<file path="src/rtl/ro_seq_pkg.sv">
// Shared types and constants for the ring-oscillator measurement sequencer.
// ROSEQ_HEADER_EN adds a status header byte ahead of each 3-byte sum.
package ro_seq_pkg;

    localparam int         ACC_W     = 24;
    localparam logic [7:0] CMD_INV   = 8'h49;
    localparam logic [7:0] CMD_NAND  = 8'h4E;
    localparam logic [7:0] CMD_BOTH  = 8'h42;
    localparam logic [7:0] HDR_BASE  = 8'hA0;

`ifdef ROSEQ_HEADER_EN
    localparam int FRAME_BYTES = 4;
`else
    localparam int FRAME_BYTES = 3;
`endif

    // ST_SEND/ST_WAIT belong to the byte sender; the top treats ST_SEND as "frame in flight".
    typedef enum logic [2:0] {
        ST_IDLE,
        ST_SETTLE,
        ST_GATE,
        ST_CAPTURE,
        ST_SEND,
        ST_WAIT
    } seq_state_t;

    function automatic logic is_cmd(input logic [7:0] b);
        return (b == CMD_INV) || (b == CMD_NAND) || (b == CMD_BOTH);
    endfunction

endpackage

</file>
<file path="src/rtl/ro_measure_sequencer_if.sv">
// UART and oscillator/counter signals of the measurement sequencer.
// master = sequencer side, slave = UART, oscillator mux and counter side.
interface ro_measure_sequencer_if #(
    parameter int CNT_W = 16
);
    logic             rx_ready;
    logic [7:0]       rx_data;
    logic [CNT_W-1:0] cnt_value;
    logic             cnt_clr;
    logic             osc_en;
    logic             osc_sel;
    logic             tx_start;
    logic [7:0]       tx_data;
    logic             tx_busy;
    logic             busy;

    modport master (
        input  rx_ready, rx_data, cnt_value, tx_busy,
        output cnt_clr, osc_en, osc_sel, tx_start, tx_data, busy
    );

    modport slave (
        output rx_ready, rx_data, cnt_value, tx_busy,
        input  cnt_clr, osc_en, osc_sel, tx_start, tx_data, busy
    );

endinterface

</file>
<file path="src/rtl/ro_seq_byte_sender.sv">
// Streams one measurement frame (optional header, then 24-bit word LSB first)
// through the UART transmitter handshake; pulses done after the last byte.
module ro_seq_byte_sender
    import ro_seq_pkg::*;
(
    input  logic             clk,
    input  logic             rst_n,
    input  logic             start,
    input  logic [ACC_W-1:0] word,
`ifdef ROSEQ_HEADER_EN
    input  logic [7:0]       header,
`endif
    input  logic             tx_busy,
    output logic             tx_start,
    output logic [7:0]       tx_data,
    output logic             done
);

    localparam logic [1:0] LAST_IDX = 2'(FRAME_BYTES - 1);

    seq_state_t state;
    logic [1:0] idx;
    logic       guard;
    logic [7:0] cur_byte;

    // NOTE: give every always_comb output a default first so no path leaves it unassigned (latch).
    always_comb begin
        cur_byte = 8'h00;
`ifdef ROSEQ_HEADER_EN
        case (idx)
            2'd0:    cur_byte = header;
            2'd1:    cur_byte = word[7:0];
            2'd2:    cur_byte = word[15:8];
            default: cur_byte = word[23:16];
        endcase
`else
        case (idx)
            2'd0:    cur_byte = word[7:0];
            2'd1:    cur_byte = word[15:8];
            default: cur_byte = word[23:16];
        endcase
`endif
    end

    // NOTE: state registers use non-blocking assignments so every flop samples pre-edge values.
    always_ff @(posedge clk or negedge rst_n) begin
        if (!rst_n) begin
            state    <= ST_IDLE;
            idx      <= '0;
            guard    <= 1'b0;
            tx_start <= 1'b0;
            tx_data  <= 8'h00;
            done     <= 1'b0;
        end else begin
            tx_start <= 1'b0;
            done     <= 1'b0;
            case (state)
                ST_IDLE: begin
                    if (start) begin
                        idx   <= '0;
                        state <= ST_SEND;
                    end
                end
                ST_SEND: begin
                    if (!tx_busy) begin
                        tx_data  <= cur_byte;
                        tx_start <= 1'b1;
                        guard    <= 1'b1;
                        state    <= ST_WAIT;
                    end
                end
                ST_WAIT: begin
                    // The UART raises tx_busy a cycle late, so the first WAIT cycle ignores it.
                    if (guard) begin
                        guard <= 1'b0;
                    end else if (!tx_busy) begin
                        if (idx == LAST_IDX) begin
                            idx   <= '0;
                            done  <= 1'b1;
                            state <= ST_IDLE;
                        end else begin
                            idx   <= idx + 2'd1;
                            state <= ST_SEND;
                        end
                    end
                end
                default: state <= ST_IDLE;
            endcase
        end
    end

endmodule

</file>
<file path="src/rtl/ro_measure_sequencer.sv">
// Command-driven ring-oscillator measurement sequencer: settle, gate, capture and
// accumulate 2^NSAMP_LOG2 windows, then send the sum. ROSEQ_HEADER_EN adds a header byte.
module ro_measure_sequencer
    import ro_seq_pkg::*;
#(
    parameter int WINDOW_CYCLES = 1000,
    parameter int SETTLE_CYCLES = 4,
    parameter int CNT_W         = 16,
    parameter int NSAMP_LOG2    = 3
) (
    input  logic                    clk,
    input  logic                    rst_n,
    ro_measure_sequencer_if.master  bus
);

    localparam int TMR_MAX = (WINDOW_CYCLES > SETTLE_CYCLES) ? WINDOW_CYCLES : SETTLE_CYCLES;
    localparam int TMR_W   = $clog2(TMR_MAX + 1);
    localparam int SIDX_W  = NSAMP_LOG2 + 1;

    localparam logic [TMR_W-1:0]  SETTLE_LAST = TMR_W'(SETTLE_CYCLES - 1);
    localparam logic [TMR_W-1:0]  WINDOW_LAST = TMR_W'(WINDOW_CYCLES - 1);
    localparam logic [SIDX_W-1:0] SAMP_LAST   = SIDX_W'((1 << NSAMP_LOG2) - 1);

    seq_state_t        state;
    logic [TMR_W-1:0]  timer;
    logic [SIDX_W-1:0] sample_idx;
    logic [ACC_W-1:0]  acc;
    logic              sat;
    logic              both_pend;
    logic              snd_start;
    logic              snd_done;
    logic [CNT_W-1:0]  cnt_q;

    assign cnt_q = bus.cnt_value;

`ifdef ROSEQ_HEADER_EN
    logic [7:0] header;
    assign header = HDR_BASE | {6'b0, sat, bus.osc_sel};
`endif

    always_ff @(posedge clk or negedge rst_n) begin
        if (!rst_n) begin
            state       <= ST_IDLE;
            timer       <= '0;
            sample_idx  <= '0;
            acc         <= '0;
            sat         <= 1'b0;
            both_pend   <= 1'b0;
            snd_start   <= 1'b0;
            bus.osc_en  <= 1'b0;
            bus.osc_sel <= 1'b0;
            bus.cnt_clr <= 1'b0;
            bus.busy    <= 1'b0;
        end else begin
            snd_start <= 1'b0;
            case (state)
                ST_IDLE: begin
                    if (bus.rx_ready && is_cmd(bus.rx_data)) begin
                        acc         <= '0;
                        sat         <= 1'b0;
                        sample_idx  <= '0;
                        timer       <= '0;
                        bus.osc_sel <= (bus.rx_data == CMD_NAND);
                        both_pend   <= (bus.rx_data == CMD_BOTH);
                        bus.osc_en  <= 1'b1;
                        bus.cnt_clr <= 1'b1;
                        bus.busy    <= 1'b1;
                        state       <= ST_SETTLE;
                    end
                end
                ST_SETTLE: begin
                    if (timer == SETTLE_LAST) begin
                        timer       <= '0;
                        bus.cnt_clr <= 1'b0;
                        state       <= ST_GATE;
                    end else begin
                        timer <= timer + 1'b1;
                    end
                end
                ST_GATE: begin
                    if (timer == WINDOW_LAST) begin
                        timer      <= '0;
                        bus.osc_en <= 1'b0;
                        state      <= ST_CAPTURE;
                    end else begin
                        timer <= timer + 1'b1;
                    end
                end
                ST_CAPTURE: begin
                    // First cycle lets the stopped counter settle; the second samples it.
                    if (timer == '0) begin
                        timer <= TMR_W'(1);
                    end else begin
                        timer <= '0;
                        acc   <= acc + ACC_W'(cnt_q);
                        sat   <= sat | (&cnt_q);
                        if (sample_idx == SAMP_LAST) begin
                            sample_idx <= '0;
                            snd_start  <= 1'b1;
                            state      <= ST_SEND;
                        end else begin
                            sample_idx  <= sample_idx + 1'b1;
                            bus.osc_en  <= 1'b1;
                            bus.cnt_clr <= 1'b1;
                            state       <= ST_SETTLE;
                        end
                    end
                end
                ST_SEND: begin
                    if (snd_done) begin
                        if (both_pend) begin
                            // Second half of 'B': switch to the NAND ring while it is still stopped.
                            both_pend   <= 1'b0;
                            bus.osc_sel <= 1'b1;
                            acc         <= '0;
                            sat         <= 1'b0;
                            bus.osc_en  <= 1'b1;
                            bus.cnt_clr <= 1'b1;
                            state       <= ST_SETTLE;
                        end else begin
                            bus.busy <= 1'b0;
                            state    <= ST_IDLE;
                        end
                    end
                end
                default: state <= ST_IDLE;
            endcase
        end
    end

    ro_seq_byte_sender u_sender (
        .clk      (clk),
        .rst_n    (rst_n),
        .start    (snd_start),
        .word     (acc),
`ifdef ROSEQ_HEADER_EN
        .header   (header),
`endif
        .tx_busy  (bus.tx_busy),
        .tx_start (bus.tx_start),
        .tx_data  (bus.tx_data),
        .done     (snd_done)
    );

endmodule

</file>
<file path="src/flat_wrapper.sv">
// flat-port wrapper written by rule: the top's interface ports become plain ports
module ro_measure_sequencer_flat import ro_seq_pkg::*;
#(
    parameter int WINDOW_CYCLES = 1000,
    parameter int SETTLE_CYCLES = 4,
    parameter int CNT_W         = 16,
    parameter int NSAMP_LOG2    = 3
)
  (clk, rst_n, bus_rx_ready, bus_rx_data, bus_cnt_value, bus_tx_busy, bus_cnt_clr, bus_osc_en, bus_osc_sel, bus_tx_start, bus_tx_data, bus_busy);
  ro_measure_sequencer_if #(.CNT_W(CNT_W)) bus_i ();
  input  logic clk;
  input  logic rst_n;
  input wire logic [$bits(bus_i.rx_ready)-1:0] bus_rx_ready;
  input wire logic [$bits(bus_i.rx_data)-1:0] bus_rx_data;
  input wire logic [$bits(bus_i.cnt_value)-1:0] bus_cnt_value;
  input wire logic [$bits(bus_i.tx_busy)-1:0] bus_tx_busy;
  output wire logic [$bits(bus_i.cnt_clr)-1:0] bus_cnt_clr;
  output wire logic [$bits(bus_i.osc_en)-1:0] bus_osc_en;
  output wire logic [$bits(bus_i.osc_sel)-1:0] bus_osc_sel;
  output wire logic [$bits(bus_i.tx_start)-1:0] bus_tx_start;
  output wire logic [$bits(bus_i.tx_data)-1:0] bus_tx_data;
  output wire logic [$bits(bus_i.busy)-1:0] bus_busy;
  assign bus_i.rx_ready = bus_rx_ready;
  assign bus_i.rx_data = bus_rx_data;
  assign bus_i.cnt_value = bus_cnt_value;
  assign bus_i.tx_busy = bus_tx_busy;
  assign bus_cnt_clr = bus_i.cnt_clr;
  assign bus_osc_en = bus_i.osc_en;
  assign bus_osc_sel = bus_i.osc_sel;
  assign bus_tx_start = bus_i.tx_start;
  assign bus_tx_data = bus_i.tx_data;
  assign bus_busy = bus_i.busy;
  ro_measure_sequencer #(.WINDOW_CYCLES(WINDOW_CYCLES), .SETTLE_CYCLES(SETTLE_CYCLES), .CNT_W(CNT_W), .NSAMP_LOG2(NSAMP_LOG2)) u_core (.clk(clk), .rst_n(rst_n), .bus(bus_i));
endmodule
</file>
<file path="config.mk">
export PLATFORM = sky130hd
export DESIGN_NAME = ro_measure_sequencer_flat
export DESIGN_NICKNAME = d
export VERILOG_FILES = /design/src/rtl/ro_seq_pkg.sv /design/src/rtl/ro_measure_sequencer_if.sv /design/src/rtl/ro_seq_byte_sender.sv /design/src/rtl/ro_measure_sequencer.sv /design/src/flat_wrapper.sv
export SDC_FILE = /design/constraint.sdc
export NUM_CORES = 1
export LEC_CHECK = 0
export ABC_AREA = 1
export CORE_AREA = 3 3 108 110
export DETAILED_ROUTE_END_ITERATION = 10
export DIE_AREA = 0 0 111 113
export GPL_TIMING_DRIVEN = 0
export PLACE_DENSITY = 0.62
export SETUP_SLACK_MARGIN = 0.5
export SYNTH_ARGS = -nofsm -noshare
export SYNTH_HDL_FRONTEND = slang
export SYNTH_SLANG_ARGS = --single-unit
</file>
<file path="constraint.sdc">
create_clock -name clk -period 2.25 [get_ports clk]
set_clock_uncertainty 0.15 [all_clocks]
set_input_delay 0.45 -clock clk [delete_from_list [all_inputs] [get_ports clk]]
set_output_delay 0.45 -clock clk [all_outputs]
set_load 0.02 [all_outputs]
</file>
=== Word level (Yosys, flattened, before mapping) ===
Index checks and enable logic that the tools add are counted.

* Add/sub/neg operators: 4
* Eq/ne operators: 26
* Muxes and demuxes: 62
* Bitwise operators: 1
* Reductions and logical operators: 28

{| class="wikitable"
|+ Operators with widths
! operator !! number
|-
| 2-to-1 mux 24 bit || 4
|-
| case mux 24 bit (3 select lines) || 1
|-
| case mux 10 bit (4 select lines) || 1
|-
| 2-to-1 mux 3 bit || 11
|-
| 2-to-1 mux 10 bit || 3
|-
| adder 24 x 16 -> 24 bit || 1
|-
| == test 8 x 7 -> 1 bit (second input constant) || 3
|-
| 2-to-1 mux 1 bit || 24
|-
| case mux 8 bit (2 select lines) || 1
|-
| AND reduction 4 bit || 4
|-
| case mux 3 bit (5 select lines) || 1
|-
| != test 2 bit (second input constant) || 7
|-
| AND reduction 7 bit || 2
|-
| 2-to-1 mux 4 bit || 3
|-
| nonzero test 4 bit || 3
|-
| adder 10 x 1 -> 10 bit (second input constant) || 1
|-
| == test 10 bit (second input constant) || 1
|-
| == test 10 x 2 -> 1 bit (second input constant) || 1
|-
| logical NOT 10 bit || 1
|-
| != test 2 x 1 -> 1 bit (second input constant) || 5
|-
| AND reduction 5 bit || 2
|-
| == test 3 bit (second input constant) || 3
|-
| case mux 3 bit (3 select lines) || 1
|-
| 2-to-1 mux 2 bit || 4
|-
| 20 further kinds || 33
|}

* Bits in registers: 63
* Bits of input ports: 28
* Output and inout port bits: 13
* Logic and storage cells: 137

=== Logic depth before layout (Yosys ltp) ===
Gate-level depths: netlist (run 1).

* Word-level depth: 6
* Gate-level depth with buffers: 12

=== Cells and area by module ===
From an unflattened synthesis (run 1), not the netlist that was laid out.

* Cells, all modules: 710
* Area, all modules: 4608.2 µm²

{| class="wikitable"
|+ By module, submodules not included
! module !! instances !! cells an instance !! area each (µm²)
|-
| ro_measure_sequencer || 1 || 597 || 3802.4
|-
| ro_seq_byte_sender || 1 || 113 || 805.8
|}

=== Least setup slack after synthesis (run 1) ===
No wires, ideal clock.

* Path type: input -> register
* Start: input port bus_cnt_value[0]
* End: register u_core.acc[14]
* Arrival: 1962 ps
* Path slack: 21 ps
* Stages on the path: 11
* Buffers on the path: 0
* Cells stage by stage: ha_1 > fa_1 > nand3_1 > nand3_1 > nand2_1 > nand2_1 > nand3_1 > nand2_1 > or2_2 > nand3_1 > nand2_1

* Word-level cells in the longest chain between the ends: 3

{| class="wikitable"
|+ RTL lines
! what !! RTL line !! source
|-
| from (decl) || flat_wrapper.sv:15 || <nowiki>input wire logic [$bits(bus_i.cnt_value)-1:0] bus_cnt_value;</nowiki>
|-
| adder 24 x 16 -> 24 bit || ro_measure_sequencer.sv:95 || <nowiki>acc <= acc + ACC_W'(cnt_q);</nowiki>
|-
| 2-to-1 mux 24 bit || ro_measure_sequencer.sv:91 || <nowiki>if (timer == '0) begin</nowiki>
|-
| case mux 24 bit (3 select lines) || ro_measure_sequencer.sv:56 || <nowiki>case (state)</nowiki>
|-
| to (signal assigned) || ro_measure_sequencer.sv:95 ||
|-
| to (decl) || ro_measure_sequencer.sv:27 || <nowiki>logic [ACC_W-1:0] acc;</nowiki>
|}

No other way between the ends. The select of a mux whose other input is x is not followed.
A chain may end at the register's enable or synchronous reset.

=== Worst setup path in the final report (run 1) ===
* Start: register u_core.state[2]
* End: register u_core.acc[8]

* Word-level cells in the longest chain between the ends: 3

{| class="wikitable"
|+ RTL lines
! what !! RTL line !! source
|-
| from (decl) || ro_measure_sequencer.sv:24 || <nowiki>seq_state_t state;</nowiki>
|-
| from (signal assigned) || ro_measure_sequencer.sv:43 || <nowiki>state <= ST_IDLE;</nowiki>
|-
| from (signal assigned) || ro_measure_sequencer.sv:68 || <nowiki>state <= ST_SETTLE;</nowiki>
|-
| from (signal assigned) || ro_measure_sequencer.sv:75 || <nowiki>state <= ST_GATE;</nowiki>
|-
| == test 3 bit (tied with other cells) || ro_measure_sequencer.sv:56 ||
|-
| != test 2 x 1 -> 1 bit (no source line) (tied with other cells) || - ||
|-
| AND reduction 5 bit (no source line) || - ||
|}

Parallel ways exist; a longest one is shown, timed or not.

==> impl_metrics.toml, run 1 <==
[placed_design]
numPortBuffers = 40
place_congestion = 0.912
place_hpwl_mm = 9.35
placed_cells = 849
post-place-ws_ps = -415

[run]
drv_cap = 0

[floorplan]
die_y_um = 113
die-area_um2 = 12500
io_pins = 41
rows = 38
start_util_pct = 41.4
die_w_um = 111
core_um2 = 10800

[detailed_routing]
vias_per_cell = 5.24
num_vias = 5047
drc = 0
dr.pass1.iters = 5
wl_per_cell_um = 16.3
drt-initial-drc-count = 246
wl_mm = 15.7
ant_nets = 0

[synthesis]
syn-cell-area_um2 = 4470
async_flop_share_pct = 100
syn_nets = 717
synth_flop_cell = "dfrtp_1"
syn_avg_cell_area_um2 = 6.67
synth.distinct_cells = 32
syn_inst = 669
ys_seq_elements = 62
synth_edf_count = 0
yosys_warnings = 0
ys_seq_area_share_pct = 34.7

[critical_path]
worstRegToRegCells = 11
r2r_setup_slack_ps = 240
crit_arrival_ps = 2100
critPathMaxFanout = 5
rr_startpoint = "u_core.state[2]$_DFFE_PN0P_"
crit_path_start_kind = "register"
cp-startpoint = "u_core.state[2]$_DFFE_PN0P_"
critPathCapture = "u_core.acc[8]$_DFFE_PN0P_"
criticalPathCategory = "register to register"
end_kind = "register"
crit_required_ps = 2340
rr_endpoint = "u_core.acc[8]$_DFFE_PN0P_"

[timing]
finalMaxSlewViolations = 0
setup_slack_ps = 240
max_freq_mhz = 498
tns_ps = 0
tightest_slew_ps = 846
period_share_pct = 89.3
whs_ps = 38.2
finalHoldViolations = 0
slew_headroom_pct = 43.6
layout_min_cycle_time_ps = 2010
rsz0062_at_grt = "yes"
setup_viol = 0

[global_routing]
grt_pass1_vias = 4876
grt_max_degree = 63
grt_pass1_wl_mm = 23.0
antenna_found_initial = 0
gr-total-overflow = 0
grt_use_total_pct = 22.9

[clock_network]
cts_num_sinks = 62
clockBufferDepth = 2
cts_tree = "done"
ctsHtreeMaxLevel = 3
cts_hold_buf = 0
clock_latency_ps = 360
root_buffer = "clkbuf_8"
clk_pin_slew_ps = 80
numCtsBuffers = 9

[pwr]
p_per_area_nw_per_um2 = 1330
static-leakage-power_nw = 3.52
switchingPower_mw = 4.39
p_total_mw = 9.32
clockPowerShare_pct = 9.9
p_sw_share_pct = 47.1
p_seq_share_pct = 19.3
p_int_mw = 4.93
comb_power_share_pct = 70.8
peakVddDrop_mv = 0.856

[final_layout]
final_common_cell = "nand2_1"
layout.nets = 867
final_cell_mix = "178 x nand2_1, 89 x inv_1, 73 x buf_4"
antenna_cells = 0
syn_to_final_growth_pct = 56.5
instances_no_fill = 963
drive_gt1_share_pct = 37.1

[outcome]
status = "finished clean"

[min_path]
hp-class = "input port to asynchronous set/reset pin"
-- routing by layer --
metal | global-route usage (%) | wire (um)
met5 | 0 | 0
met4 | 13.0 | 977
met3 | 4.28 | 657
met2 | 40.9 | 8040
met1 | 25.6 | 6050
-- flip-flops by register name, indices dropped and copies added, names as in the netlist --
name                      cells
u_core.acc                   24
u_core.both_pend              1
u_core.bus.busy               1
u_core.bus.cnt_clr            1
u_core.bus.osc_en             1
u_core.bus.osc_sel            1
u_core.sample_idx             4
u_core.snd_start              1
u_core.state                  3
u_core.timer                 10
u_core.u_sender.done          1
u_core.u_sender.guard         1
u_core.u_sender.idx           2
u_core.u_sender.state         2
u_core.u_sender.tx_data       8
u_core.u_sender.tx_start      1
-- repair_timing --
action | CTS | global route
gates cloned | 3 | 0
resized for setup | 173 | 108
setup buffers | 74 | 22
endpoints found under the setup margin | 65 | 55
pin swaps | 47 | 37
-- power groups by stage --
stage | registers, mW | clock network [mW] | logic (mW)
floorplan | 1.83 | 0 | 2.58
global placement | 1.83 | 0 | 3.61
detailed placement | 1.83 | 0 | 3.66
CTS | 1.79 | 0.939 | 5.56
global route | 1.84 | 0.985 | 7.05
finish | 1.80 | 0.924 | 6.60
-- Yosys cell counts (7+ instances only) --
| cell type | n | share of area, % |
|---|---|---|
| a21oi_1 | 20 | 2.2 |
| dfrtp_1 | 62 | 35 |
| ha_1 | 19 | 5.3 |
| inv_1 | 99 | 8.3 |
| nand2_1 | 231 | 19 |
| nand3_1 | 58 | 6.5 |
| nand4_1 | 15 | 2.1 |
| nor2_1 | 58 | 4.9 |
| nor3_1 | 7 | 0.78 |
| o21ai_0 | 31 | 3.5 |
| o21ai_2 | 10 | 2.0 |
| xnor2_1 | 13 | 2.5 |
-- worst max-delay path: stages, from the launching register on --
cell	delay (ps)
dfrtp_2	440
inv_2	80
nand2_4	80
nor2_8	140
nor2_4	60
nor3_4	230
buf_6	140
nand3_4	150
buf_12	190
buf_12	140
nand2_2	60
o21ai_2	50
-- layout make-up --
type                    count  area, um^2
plain buffers               9        83.8
clock buffers              10         138
clock inverters             5        35.0
fillers                   879        3800
inverters                 104         422
multi-input cells         494        3280
flip-flops and latches     62        1570
well taps                 140         175
repair buffers            139        1290
-- logic make-up (layout without fill, tap and decap cells) --
| family | Yosys count | after routing | share of synthesized area (%) |
|---|---|---|---|
| AND/OR/NAND/NOR | 388 | 388 | 37.5 |
| AO/OA/AOI/OAI | 71 | 71 | 9.30 |
| adder cells (fa/ha/maj) | 20 | 20 | 5.77 |
| flip-flops | 62 | 62 | 34.7 |
| buffers and inverters | 113 | 267 | 9.72 |
| XOR/XNOR | 15 | 15 | 2.94 |
-- how the worst min path moves through the flow --
stage,end,start,cells past startpoint
floorplan,u_core.acc[0]$_DFFE_PN0P_,rst_n,0
global placement,u_core.bus.osc_en$_DFFE_PN0P_,u_core.bus.osc_en$_DFFE_PN0P_,2
detailed placement,u_core.bus.cnt_clr$_DFFE_PN0P_,u_core.bus.cnt_clr$_DFFE_PN0P_,2
CTS,u_core.acc[1]$_DFFE_PN0P_,rst_n,1
global route,u_core.acc[3]$_DFFE_PN0P_,rst_n,1
finish,u_core.acc[3]$_DFFE_PN0P_,rst_n,1
-- metrics by stage --
step	instance area [um^2]	util, %
2_1_floorplan	4650	-
5_1_grt	6990	64.8
4_1_cts	6500	60.2
3_5_place_dp	5220	48.4
3_3_place_gp	5230	48.4
6_report	6990	64.8
Note: power is estimated with default switching activity, not from simulation.
==> run 2, diff against run 1 <==
--- a/config.mk
+++ b/config.mk
@@ -6,12 +6,14 @@
 export NUM_CORES = 1
 export LEC_CHECK = 0
 export ABC_AREA = 1
-export CORE_AREA = 3 3 108 110
+export CORE_AREA = 3 3 98 100
+export CTS_BUF_LIST = sky130_fd_sc_hd__clkbuf_8
 export DETAILED_ROUTE_END_ITERATION = 10
-export DIE_AREA = 0 0 111 113
+export DIE_AREA = 0 0 101 103
 export GPL_TIMING_DRIVEN = 0
-export PLACE_DENSITY = 0.62
+export PLACE_DENSITY = 0.74
 export SETUP_SLACK_MARGIN = 0.5
+export SLEW_MARGIN = 40
 export SYNTH_ARGS = -nofsm -noshare
 export SYNTH_HDL_FRONTEND = slang
 export SYNTH_SLANG_ARGS = --single-unit
==> impl_metrics.toml, run 2 (synthesized netlist as in run 1, its figures left out) <==
[floorplan]
start_util_pct = 51.0
core_um2 = 8760
io_pins = 41
die_w_um = 101
die-area_um2 = 10400
die_y_um = 103
rows = 34

[pwr]
p_per_area_nw_per_um2 = 1260
static-leakage-power_nw = 3.39
peakVddDrop_mv = 0.843

[critical_path]
crit_path_start_kind = "register"
path_buf_inv = 2
critPathTopFamily = "adder cells"
criticalPathCategory = "register to register"
end_kind = "register"
crit_required_ps = 2350
critPathMaxFanout = 3
r2r_setup_slack_ps = 230
crit_arrival_ps = 2120
cp_slowest_cell = "dfrtp_1"
path_cells = "ha_4 > fa_2 > buf_4 > buf_6 > nand3_2 > nand3_4 > or2_4 > nand3_1 > nand2_1"
critPathMaxStageDelay_ps = 430

[timing]
tns_ps = 0
setup_viol = 0
slew_headroom_pct = 67.5
whs_ps = 333
max_freq_mhz = 496
finalHoldViolations = 0
finalMaxSlewViolations = 0
tightest_slew_ps = 487
period_share_pct = 89.7
rsz0062_at_grt = "yes"
layout_min_cycle_time_ps = 2020

[detailed_routing]
wl_mm = 15.2
num_vias = 5060
ant_nets = 0
dr.pass1.iters = 5
vias_per_cell = 5.51
drc = 0
wl_per_cell_um = 16.6
drt-initial-drc-count = 306

[global_routing]
use_met3_pct = 4.94
antenna_found_initial = 0
grtUsageMet2_pct = 50.7
grt_busiest_layer = "met2"
gr-total-overflow = 0
grt_pass1_vias = 4751
use_met1_pct = 32.8
grt_use_total_pct = 28.0
grt_pass1_wl_mm = 22.8
grt_max_degree = 35

[clock_network]
numCtsBuffers = 9
root_buffer = "clkbuf_8"
cts_tree = "done"
ctsHtreeMaxLevel = 3
clk_pin_slew_ps = 80
clock_latency_ps = 360
cts_num_sinks = 62
clockBufferDepth = 2

[placed_design]
placed_cells = 818
place_hpwl_mm = 9.38
place_congestion = 0.940
placed_area_um2 = 5200
numPortBuffers = 40

[final_layout]
reg_top3 = "u_core.acc (24), u_core.timer (10), u_core.u_sender.tx_data (8)"
final_common_cell = "nand2_1"
fillers = 604
layout.nets = 854
syn_to_final_growth_pct = 50.7
instances_no_fill = 919
drive_gt1_share_pct = 36.9
antenna_cells = 0
regMostFlops = "u_core.acc"
stdcell_area_um2 = 6730
final_cell_mix = "187 x nand2_1, 83 x inv_1, 76 x buf_4"
largest_register_ffs = 24

[run]
drv_cap = 0

[min_path]
hp-class = "register to register"

[outcome]
status = "finished clean"
## run 2: cell count changes in the layout (fill, tap and decap cells not counted), moves of 5 or more
| cell | change |
|---|---|
| o21ai_2 | -7 |
| inv_1 | -6 |
| inv_2 | +11 |
| buf_6 | -12 |
| nand2_4 | -10 |
| nor2_2 | +5 |
| nand2_1 | +9 |
| nor2_1 | -5 |
| o21ai_0 | +6 |
## run 2: cell type report
cell class / instances / area [um^2] / area share (%)
plain buffers: 9 / 72.6 / 1.08
multi-input cells: 494 / 3290 / 48.9
clock buffers: 12 / 165 / 2.45
well taps: 108 / 135 / 2.01
flip-flops and latches: 62 / 1570 / 23.3
repair buffers: 126 / 1080 / 16.1
inverters: 104 / 397 / 5.90
clock inverters: 4 / 21.3 / 0.316
## run 2: final timing paths
kind | startpoint | to | depth (start not counted)
max in group asynchronous | rst_n | u_core.timer[4]$_DFFE_PN0P_ | 3
min reg2reg | u_core.bus.osc_en$_DFFE_PN0P_ | u_core.bus.osc_en$_DFFE_PN0P_ | 2
min in group asynchronous | rst_n | u_core.acc[1]$_DFFE_PN0P_ | 2
max reg2reg | u_core.acc[0]$_DFFE_PN0P_ | u_core.acc[10]$_DFFE_PN0P_ | 9
min | u_core.bus.osc_en$_DFFE_PN0P_ | u_core.bus.osc_en$_DFFE_PN0P_ | 2
max | u_core.acc[0]$_DFFE_PN0P_ | u_core.acc[10]$_DFFE_PN0P_ | 9
## run 2: power by group
part | leakage [nW] | internal (mW) | switching [mW] | total (mW)
registers | 0.799 | 1.48 | 0.334 | 1.81
clock network | 0.0996 | 0.483 | 0.468 | 0.951
logic | 2.49 | 2.44 | 3.27 | 5.71
total | 3.39 | 4.40 | 4.07 | 8.47
## run 2: per-layer routing
metal,vias up,part of all wire (%)
met3,61,5.3
met4,0,5.0
met1,2404,39
met2,190,51
met5,-,0
li1,2405,-
## run 2: tightest hold or removal path: stages, from the launching register on
cell and delay, ps:
dfrtp_1 350, nand2_1 50, nand2_1 50
## run 2: repair_timing
action                                  CTS  global route
endpoints found under the setup margin   67            58
buffers inserted                         57            26
hold buffers                              1             0
hold endpoints to repair                 33             0
pin swaps                                29            45
gates resized for setup                 135           114
cloned                                    0             1
## run 2: through the flow
stage / setup slack, ps / total power [mW] / utilization, %
floorplan: 221 / 4.42 / -
global placement: -1540 / 5.38 / 59.2
detailed placement: -396 / 5.48 / 59.4
CTS: 269 / 7.47 / 70.5
global route: 153 / 9.00 / 76.8
finish: 232 / 8.47 / 76.8
==> run 3, diff against run 2 <==
--- a/config.mk
+++ b/config.mk
@@ -6,12 +6,14 @@
 export NUM_CORES = 1
 export LEC_CHECK = 0
 export ABC_AREA = 1
-export CORE_AREA = 3 3 98 100
+export CELL_PAD_IN_SITES_DETAIL_PLACEMENT = 0
+export CELL_PAD_IN_SITES_GLOBAL_PLACEMENT = 2
+export CORE_AREA = 3 3 145 112
 export CTS_BUF_LIST = sky130_fd_sc_hd__clkbuf_8
 export DETAILED_ROUTE_END_ITERATION = 10
-export DIE_AREA = 0 0 101 103
+export DIE_AREA = 0 0 148 115
 export GPL_TIMING_DRIVEN = 0
-export PLACE_DENSITY = 0.74
+export PLACE_DENSITY = 0.78
 export SETUP_SLACK_MARGIN = 0.5
 export SLEW_MARGIN = 40
 export SYNTH_ARGS = -nofsm -noshare
==> impl_metrics.toml, run 3 (synthesized netlist as in run 1, its figures left out) <==
[global_routing]
grt_pass1_wl_mm = 23.7
grt_use_total_pct = 17.7
grt_pass1_vias = 4528
gr-total-overflow = 0
antenna_found_initial = 0
grt_max_degree = 34

[final_layout]
syn_to_final_growth_pct = 54.5
largest_register_ffs = 24
drive_gt1_share_pct = 34.7
multi_input_area_um2 = 3230
layout.nets = 853
post-route-util_pct = 45.9
stdcell_area_um2 = 6900
instances_no_fill = 1015
final_cell_mix = "184 x nand2_1, 86 x inv_1, 63 x buf_4"
reg_top3 = "u_core.acc (24), u_core.timer (10), u_core.u_sender.tx_data (8)"
antenna_cells = 0
final_common_cell = "nand2_1"
fillers = 1574
regMostFlops = "u_core.acc"
seq_area_um2 = 1570

[detailed_routing]
ant_nets = 0
wl_per_cell_um = 14.4
dr.pass1.iters = 5
drc = 0
vias_per_cell = 4.59
num_vias = 4661
wl_mm = 14.6
drt-initial-drc-count = 286

[critical_path]
critPathMaxFanout = 4
criticalPathCategory = "register to register"
crit_path_start_kind = "register"
cp_slowest_cell = "dfrtp_1"
critPathMaxStageDelay_ps = 410
cp_common_cell = "nand3_2"
path_cells = "ha_4 > fa_2 > nand3_2 > nand3_4 > nand2_4 > nand2_4 > nand3_2 > nand2_2 > or2_4 > nand3_2 > nand2_1"
crit_arrival_ps = 2070
crit_required_ps = 2360
end_kind = "register"

[clock_network]
clock_latency_ps = 360
clk_pin_slew_ps = 80
numCtsBuffers = 9
ctsHtreeMaxLevel = 3
cts_tree = "done"
root_buffer = "clkbuf_8"
cts_num_sinks = 62
clockBufferDepth = 2

[pwr]
peakVddDrop_mv = 0.385
p_per_area_nw_per_um2 = 1280
static-leakage-power_nw = 3.41
p_total_mw = 8.86

[floorplan]
rows = 39
core_um2 = 15000
io_pins = 41
die-area_um2 = 17000
die_y_um = 115
start_util_pct = 29.7
die_w_um = 148

[timing]
tightest_slew_ps = 350
tns_ps = 0
whs_ps = 325
max_freq_mhz = 511
setup_viol = 0
layout_min_cycle_time_ps = 1960
finalMaxSlewViolations = 0
period_share_pct = 87.0
finalHoldViolations = 0
setup_slack_ps = 291
slew_headroom_pct = 76.6
rsz0062_at_grt = "yes"

[run]
drv_cap = 0

[placed_design]
place_hpwl_mm = 10.8
placed_cells = 915
post-place-ws_ps = -425
place_congestion = 0.830
numPortBuffers = 40
placed_area_um2 = 5330

[min_path]
hp-class = "register to register"

[outcome]
status = "finished clean"
==> run 3: changes by cell type in the layout (fill, tap and decap cells not counted), sizes merged <==
cell and delta:
clkbuf -5, clkdlybuf4s15 -4, clkinv +1, clkinvlp +2, dlygate4sd2 +6, inv -1
==> run 3: routing by layer <==
layer,GRT usage (%),wire length [um],vias to the layer above
li1,-,-,2401
met3,3.66,477,10
met1,27.3,8020,2185
met4,3.75,130,0
met5,0,0,-
met2,25.3,5950,65
==> run 3: worst paths after layout <==
check | startpoint | to | slack, ps | depth (start not counted)
hold reg to reg | u_core.bus.osc_en$_DFFE_PN0P_ | u_core.bus.osc_en$_DFFE_PN0P_ | 320 | 2
min in group asynchronous | rst_n | u_core.both_pend$_DFFE_PN0P_ | 400 | 2
hold / removal | u_core.bus.osc_en$_DFFE_PN0P_ | u_core.bus.osc_en$_DFFE_PN0P_ | 320 | 2
setup reg to reg | u_core.acc[0]$_DFFE_PN0P_ | u_core.acc[14]$_DFFE_PN0P_ | 290 | 11
setup / recovery | u_core.acc[0]$_DFFE_PN0P_ | u_core.acc[14]$_DFFE_PN0P_ | 290 | 11
max in group asynchronous | rst_n | u_core.acc[8]$_DFFE_PN0P_ | 1060 | 3
==> run 3: cell type report <==
type,count,share of cell area [%]
Multi-Input combinational cell,494,46.8
Sequential cell,62,22.7
Timing Repair Buffer,125,17.0
Inverter,104,5.86
Tap cell,205,3.72
Clock buffer,10,1.99
Buffer,9,1.34
Clock inverter,6,0.544
==> run 3: timing repair <==
| item | CTS | global route |
|---|---|---|
| resized for setup | 159 | 97 |
| buffers inserted | 61 | 19 |
| pin swaps | 52 | 28 |
| hold buffers | 1 | 0 |
| hold endpoints to repair | 29 | 0 |
| cloned | 3 | 0 |
| endpoints found under the setup margin | 64 | 58 |
==> run 3: power breakdown <==
part / internal [mW] / switching [mW] / leakage, nW / total, mW
sequential: 1.48 / 0.370 / 0.800 / 1.85
combinational: 2.86 / 3.25 / 2.53 / 6.10
clock: 0.423 / 0.482 / 0.0841 / 0.904
total: 4.76 / 4.10 / 3.41 / 8.86
==> run 3: worst max-delay path, delay by kind of cell, from the launching register on <==
family | cells | cell delay [ps]
adders and majority gates | 2 | 540
and+or+nand+nor | 9 | 760
DFF | 1 | 410
